<file path="src/rtl/arm_lp_pkg.sv">
// arm_lp_pkg: shared widths and control encodings for the operand-preparation slice.
package arm_lp_pkg;
  localparam int DATA_W   = 32;
  localparam int ADDR_W   = 5;
  localparam int OFFSET_W = 16;
  localparam int ZERO_REG = 31;
  typedef enum logic {EXT_ZERO = 1'b0, EXT_SIGN = 1'b1} ext_mode_e;
  typedef enum logic {ALU_SRC_REG = 1'b0, ALU_SRC_IMM = 1'b1} alu_src_e;
endpackage

</file>
<file path="src/rtl/register_file.sv">
// register_file: 2**ADDR_W x DATA_W storage with one write port and two raw read ports.
module register_file #(
  parameter int DATA_W   = arm_lp_pkg::DATA_W,
  parameter int ADDR_W   = arm_lp_pkg::ADDR_W,
  parameter int ZERO_REG = arm_lp_pkg::ZERO_REG
) (
  input  logic              clock,
  input  logic              reset_n,
  input  logic              we_i,
  input  logic [ADDR_W-1:0] waddr_i,
  input  logic [DATA_W-1:0] wdata_i,
  input  logic [ADDR_W-1:0] raddr1_i,
  input  logic [ADDR_W-1:0] raddr2_i,
  output logic [DATA_W-1:0] rdata1_o,
  output logic [DATA_W-1:0] rdata2_o
);
  localparam logic [ADDR_W-1:0] ZR = ADDR_W'(ZERO_REG);
  logic [DATA_W-1:0] regs_q [2**ADDR_W];
  always_ff @(posedge clock or negedge reset_n) begin
    if (!reset_n) begin
      for (int i = 0; i < 2**ADDR_W; i++) regs_q[i] <= '0;
    end else if (we_i && waddr_i != ZR) begin
      regs_q[waddr_i] <= wdata_i;
    end
  end
  assign rdata1_o = regs_q[raddr1_i];
  assign rdata2_o = regs_q[raddr2_i];
endmodule

</file>
<file path="src/rtl/operand_stage.sv">
// operand_stage: register read with write bypass, operand-2 select and offset extension,
// registered into a one-entry valid/ready buffer that absorbs write-backs while stalled.
module operand_stage #(
  parameter int DATA_W   = arm_lp_pkg::DATA_W,
  parameter int ADDR_W   = arm_lp_pkg::ADDR_W,
  parameter int OFFSET_W = arm_lp_pkg::OFFSET_W,
  parameter int ZERO_REG = arm_lp_pkg::ZERO_REG
) (
  input  logic                clock,
  input  logic                reset_n,
  input  logic                in_valid,
  output logic                in_ready,
  input  logic [ADDR_W-1:0]   reg1,
  input  logic [ADDR_W-1:0]   reg2,
  input  logic [ADDR_W-1:0]   destReg,
  input  logic                aluSRC,
  input  logic                extMode,
  input  logic [OFFSET_W-1:0] pcOffsetOrig,
  input  logic                regWrite,
  input  logic [ADDR_W-1:0]   writeRegister,
  input  logic [DATA_W-1:0]   writeData,
  input  logic                flush,
  output logic                out_valid,
  input  logic                out_ready,
  output logic [DATA_W-1:0]   readData1,
  output logic [DATA_W-1:0]   readData2,
  output logic [DATA_W-1:0]   storeData,
  output logic [DATA_W-1:0]   pcOffsetFilled,
  output logic [ADDR_W-1:0]   destOut
);
  import arm_lp_pkg::*;
  localparam logic [ADDR_W-1:0] ZR = ADDR_W'(ZERO_REG);
  logic [DATA_W-1:0] raw1, raw2, rd1, rd2, ext, op2;
  logic wr_en, accept, stall, fwd1, fwd2;
  logic valid_q, valid_d, src_q, src_d;
  logic [DATA_W-1:0] rd1_q, rd1_d, rd2_q, rd2_d, sd_q, sd_d, off_q, off_d;
  logic [ADDR_W-1:0] dst_q, dst_d, i1_q, i1_d, i2_q, i2_d;
  register_file #(.DATA_W(DATA_W), .ADDR_W(ADDR_W), .ZERO_REG(ZERO_REG)) u_rf (
    .clock(clock), .reset_n(reset_n), .we_i(wr_en), .waddr_i(writeRegister), .wdata_i(writeData),
    .raddr1_i(reg1), .raddr2_i(reg2), .rdata1_o(raw1), .rdata2_o(raw2)
  );
  assign wr_en = regWrite && writeRegister != ZR;
  assign rd1 = reg1 == ZR ? '0 : wr_en && writeRegister == reg1 ? writeData : raw1;
  assign rd2 = reg2 == ZR ? '0 : wr_en && writeRegister == reg2 ? writeData : raw2;
  assign ext = {{(DATA_W-OFFSET_W){extMode == EXT_SIGN && pcOffsetOrig[OFFSET_W-1]}}, pcOffsetOrig};
  assign op2 = aluSRC == ALU_SRC_IMM ? ext : rd2;
  assign in_ready = !valid_q || out_ready;
  assign accept = in_valid && in_ready && !flush;
  assign stall = valid_q && !out_ready;
  // A stalled entry keeps tracking write-backs to its sources so it never goes stale.
  assign fwd1 = stall && wr_en && writeRegister == i1_q;
  assign fwd2 = stall && wr_en && writeRegister == i2_q;
  always_comb begin
    valid_d = flush ? 1'b0 : accept ? 1'b1 : out_ready ? 1'b0 : valid_q;
    rd1_d = accept ? rd1 : fwd1 ? writeData : rd1_q;
    sd_d = accept ? rd2 : fwd2 ? writeData : sd_q;
    rd2_d = accept ? op2 : fwd2 && src_q == ALU_SRC_REG ? writeData : rd2_q;
    off_d = accept ? ext : off_q;
    dst_d = accept ? destReg : dst_q;
    i1_d = accept ? reg1 : i1_q;
    i2_d = accept ? reg2 : i2_q;
    src_d = accept ? aluSRC : src_q;
  end
  always_ff @(posedge clock or negedge reset_n) begin
    if (!reset_n) begin
      valid_q <= 1'b0;
      rd1_q <= '0;
      rd2_q <= '0;
      sd_q <= '0;
      off_q <= '0;
      dst_q <= '0;
      i1_q <= '0;
      i2_q <= '0;
      src_q <= 1'b0;
    end else begin
      valid_q <= valid_d;
      rd1_q <= rd1_d;
      rd2_q <= rd2_d;
      sd_q <= sd_d;
      off_q <= off_d;
      dst_q <= dst_d;
      i1_q <= i1_d;
      i2_q <= i2_d;
      src_q <= src_d;
    end
  end
  assign out_valid = valid_q;
  assign readData1 = rd1_q;
  assign readData2 = rd2_q;
  assign storeData = sd_q;
  assign pcOffsetFilled = off_q;
  assign destOut = dst_q;
endmodule

</file>
<file path="config.mk">
export PLATFORM = sky130hd
export DESIGN_NAME = operand_stage
export DESIGN_NICKNAME = d
export VERILOG_FILES = /design/src/rtl/arm_lp_pkg.sv /design/src/rtl/register_file.sv /design/src/rtl/operand_stage.sv
export SDC_FILE = /design/constraint.sdc
export NUM_CORES = 2
export LEC_CHECK = 0
export ABC_CLOCK_PERIOD_IN_PS = 1950
export CAP_MARGIN = 20
export CORE_MARGIN = 10
export CORE_UTILIZATION = 40
export DETAILED_ROUTE_END_ITERATION = 8
export GPL_TIMING_DRIVEN = 0
export PLACE_DENSITY_LB_ADDON = 0.12
export SYNTH_ARGS = -nofsm -noshare
export SYNTH_HDL_FRONTEND = slang
export SYNTH_SLANG_ARGS = --single-unit
</file>
<file path="constraint.sdc">
create_clock -name clock -period 1.95 [get_ports clock]
set_clock_uncertainty 0.05 [all_clocks]
set_input_delay 0.195 -clock clock [delete_from_list [all_inputs] [get_ports clock]]
set_output_delay 0.195 -clock clock [all_outputs]
set_load 0.02 [all_outputs]
</file>
==> metrics.md <==
| Metric | Value |
|---|---|
| Setup Crit Path Kind | `reg2reg` |
| Post-synthesis xor/xnor area fraction | `0.00314` |
| Syn nets | `4,520` |
| Row count | `142` |
| Total die area | `168,000 sq um` |
| Mux contribution to synthesized area | `0.387` |
| Worst VDD drop | `0.000986 V` |
| Layout fillers | `13,300` |
| Total CTS buffers | `138` |
| # DRC | `0` |
| RSZ-0062 raised after global routing | `true` |
| Synth Area in Simple Gates | `0.0303` |
| Hold WC Path Type | `in2async` |
| Post-synthesis sequential area ratio | `0.476` |
| Die Wd | `409 um` |
| Synth async-reset ratio | `1.00` |
| H-tree depth | `4` |
| Vias in the first global route | `44,600` |
| Worst setup SP type | `flop` |
| GRT Overall Usage | `0.320` |
| Pin count of the biggest net entering global routing | `160` |
| Yosys cell types | `58` |
| Leak Pwr | `32.6 nW` |
| Synth Area in Compound Gates | `0.0651` |
| Dpl hpwl | `195 mm` |
| Clock Power Share | `0.345` |
| Largest family of logic cells by synthesized area | `multiplexers` |
| Slew Viols, Final | `0` |
| Worst-Skew Late Latency | `0.80 ns` |
| Core Area | `150,000 sq um` |
| Fin crit share | `1.18` |
| Die H | `409 um` |
| Fraction of layout cells with a size suffix above 1 | `0.453` |
| Max-capacitance violation count | `0` |
| Hold_ws | `-0.736 ns` |
| Register bit total from synthesis | `1,154` |
| Ports | `211` |
| Via/cell ratio | `6.43` |
| DR WL/cell | `39.0 um` |
| Initial core utilization | `0.403` |
| CTS max path bufs | `3` |
| Grt ovf | `0` |
| Input/output buffers | `194` |
| Final setup fails | `335` |
| Synth warn | `0` |
| Root Driver | `clkbuf_16` |
| PnR worst setup slack | `-0.350 ns` |
| Setup TNS | `-29.24 ns` |
| Worst slew pin tran | `1.31 ns` |
| Initial DRC count | `5,776` |
| Failing checks | `hold timing, setup timing` |
| Post-synth EDFFs | `0` |
| CTS tree | `done` |
| Initial antenna violation count | `12` |
| Sw Share | `0.305` |
| Final critical-path required period | `2.30 ns` |
| Worst Path Arrival | `2.91 ns` |
| Layout area overhead | `22.6%` |
| Clk slew on worst S/H paths | `0.06 ns` |
| Drt pass-1 iters | `5` |
| Crit path max fanout | `5` |
| NumNets Final | `5,058` |
| Outcome | `complete, but fails checks` |
| Netlist Area Pre-Place | `60,600 sq um` |
| Synth Instances | `4,444` |
| NetSw | `0.0229 W` |
| Combinational power share | `0.232` |
| Via count | `45,700` |
| Top FF cell, synth | `dfrtp_1` |
| Seq pwr share | `0.423` |
| Pwr dens | `1010 nW/um^2` |
| Peak Freq | `435 MHz` |
| Syn_area_per_cell | `13.6 sq um` |
| First-pass GRT wire length | `375 mm` |
| Final Wtd Congestion | `0.992` |
| Final Hold Vio Count | `327` |
| Reg2Reg Depth | `8` |
| Relative slew slack | `0.126` |
| Crit end category | `flop` |
| Int Pwr | `0.0524 W` |
| Worst Path Required | `2.56 ns` |
| Detailed Route WL | `277 mm` |
| Adder-cell share of the synthesized area | `0` |
| Remaining antenna violation count | `0` |
| Clock Sink Count | `1,154` |
## metrics by stage
step	setup WS, ns	util	total power (W)	cells	area, sq um
final	-0.350	0.495	0.0753	7107	74400
after global routing	-0.383	0.495	0.0777	7100	74400
after CTS	-0.329	0.489	0.0748	7067	73500
after detailed placement	-2.45	0.442	0.0485	6723	66400
after global placement	-54.45	0.434	0.0478	6654	65200
after floorplan	-0.203	-	0.0416	4444	60700
## layout by cell type, fill, tap and decap left out, types with 30 or more instances in the layout
cell | Yosys | layout
buf_8 | 0 | 70
clkbuf_16 | 0 | 157
clkbuf_2 | 2 | 61
mux2i_1 | 364 | 353
dlygate4sd2_1 | 0 | 119
mux4_2 | 393 | 393
a21oi_1 | 56 | 52
a22oi_2 | 0 | 30
o21ai_2 | 0 | 39
buf_2 | 88 | 47
mux2_2 | 976 | 976
o21ai_1 | 1 | 40
dlygate4sd3_1 | 0 | 33
buf_4 | 63 | 132
a211oi_1 | 50 | 41
o221ai_1 | 50 | 49
dfrtp_1 | 1154 | 1148
o22ai_1 | 59 | 58
clkbuf_4 | 0 | 37
buf_6 | 9 | 101
clkbuf_1 | 280 | 186
nand2_1 | 281 | 258
o21ai_0 | 239 | 157
clkbuf_8 | 0 | 47
clkdlybuf4s50_1 | 0 | 54
## registers in the layout (all words and copies together) (netlist names)
| signal | cells |
|---|---|
| readData2 | 32 |
| i1_q | 5 |
| i2_q | 5 |
| storeData | 32 |
| src_q | 1 |
| u_rf.regs_q | 1024 |
| destOut | 5 |
| out_valid | 1 |
| pcOffsetFilled | 17 |
| readData1 | 32 |
## layer usage
metal  up-vias  global-route usage  share of wire
met1     24300               0.425           0.40
li1      17900                   -              -
met5         -              0.0121         0.0011
met4         7               0.148          0.057
met2      2725               0.458           0.42
met3       696               0.121           0.12
## power by group through the flow
stage                     Combinational, W  Clock (W)  Sequential (W)
after floorplan                     0.0101          0          0.0315
after global placement              0.0157          0          0.0321
after detailed placement            0.0164          0          0.0321
after CTS                           0.0169     0.0262          0.0317
after global routing                0.0183     0.0271          0.0324
final                               0.0174     0.0260          0.0319
## cell type report
type,instances,area (sq um),share of cell area
antenna,9,22.5,0.000303
buffer,492,3390,0.0456
clock buffer,211,4150,0.0558
clock inverter,29,287,0.00385
inverter,4,15.0,0.000202
multi-input combinational,2786,30400,0.409
sequential,1154,28900,0.388
tap,2016,2520,0.0339
timing repair buffer,406,4660,0.0626
## repair_timing
item                                    4_1_cts  5_1_grt
gates resized for setup                     862      190
cloned                                       11        7
endpoints found under the setup margin     1295      751
hold endpoints to repair                    381      154
pin swaps                                    71       49
hold buffers                                 32        2
setup buffers                                67       30
## synth_stat cells, types with 14 or more instances
library cell,instances,area share
a211oi_1,50,0.0062
a21oi_1,56,0.0046
a22oi_1,46,0.0057
a31oi_1,18,0.0019
a32oi_1,29,0.0042
buf_1,58,0.0036
buf_2,88,0.0073
buf_4,63,0.0078
clkbuf_1,280,0.017
dfrtp_1,1154,0.48
mux2_2,976,0.18
mux2i_1,364,0.060
mux4_2,393,0.15
nand2_1,281,0.017
nand3_1,33,0.0027
nor2_1,40,0.0025
nor2b_1,21,0.0022
o211ai_1,26,0.0032
o21ai_0,239,0.020
o221ai_1,50,0.0072
o22ai_1,59,0.0061
o31a_1,14,0.0020
xnor2_1,14,0.0020
## worst paths after layout
path | from | to | slack, ns
min in group clock | writeData[9] | readData1[9] | 0.07
worst min-delay path | reset_n | u_rf.regs_q[392] | -0.74
max in group asynchronous | reset_n | u_rf.regs_q[246] | 0.42
worst min register to register | pcOffsetFilled[10] | pcOffsetFilled[10] | 0.41
worst max register to register | i1_q[4] | readData1[22] | -0.35
worst max-delay path | i1_q[4] | readData1[22] | -0.35
## cells by family (layout without fill, tap and decap cells)
kind of cell           count (synthesis)  in the layout
other                                  0              9
multiplexers                        1733           1733
buffers and inverters                504           1142
AND/OR/NAND/NOR                      419            419
XOR/XNOR                              20             20
flip-flops                          1154           1154
AO/OA/AOI/OAI                        614            614
## critical path, stage by stage (launching register included)
cell and delay (ns):
dfrtp_1 0.42, xnor2_2 0.13, nand3_1 0.10, or4_4 0.59, and2_4 0.22, nor2_8 0.20, buf_12 0.18, buf_12 0.15
a32oi_1 0.10
Power figures use the tool's default switching activity.
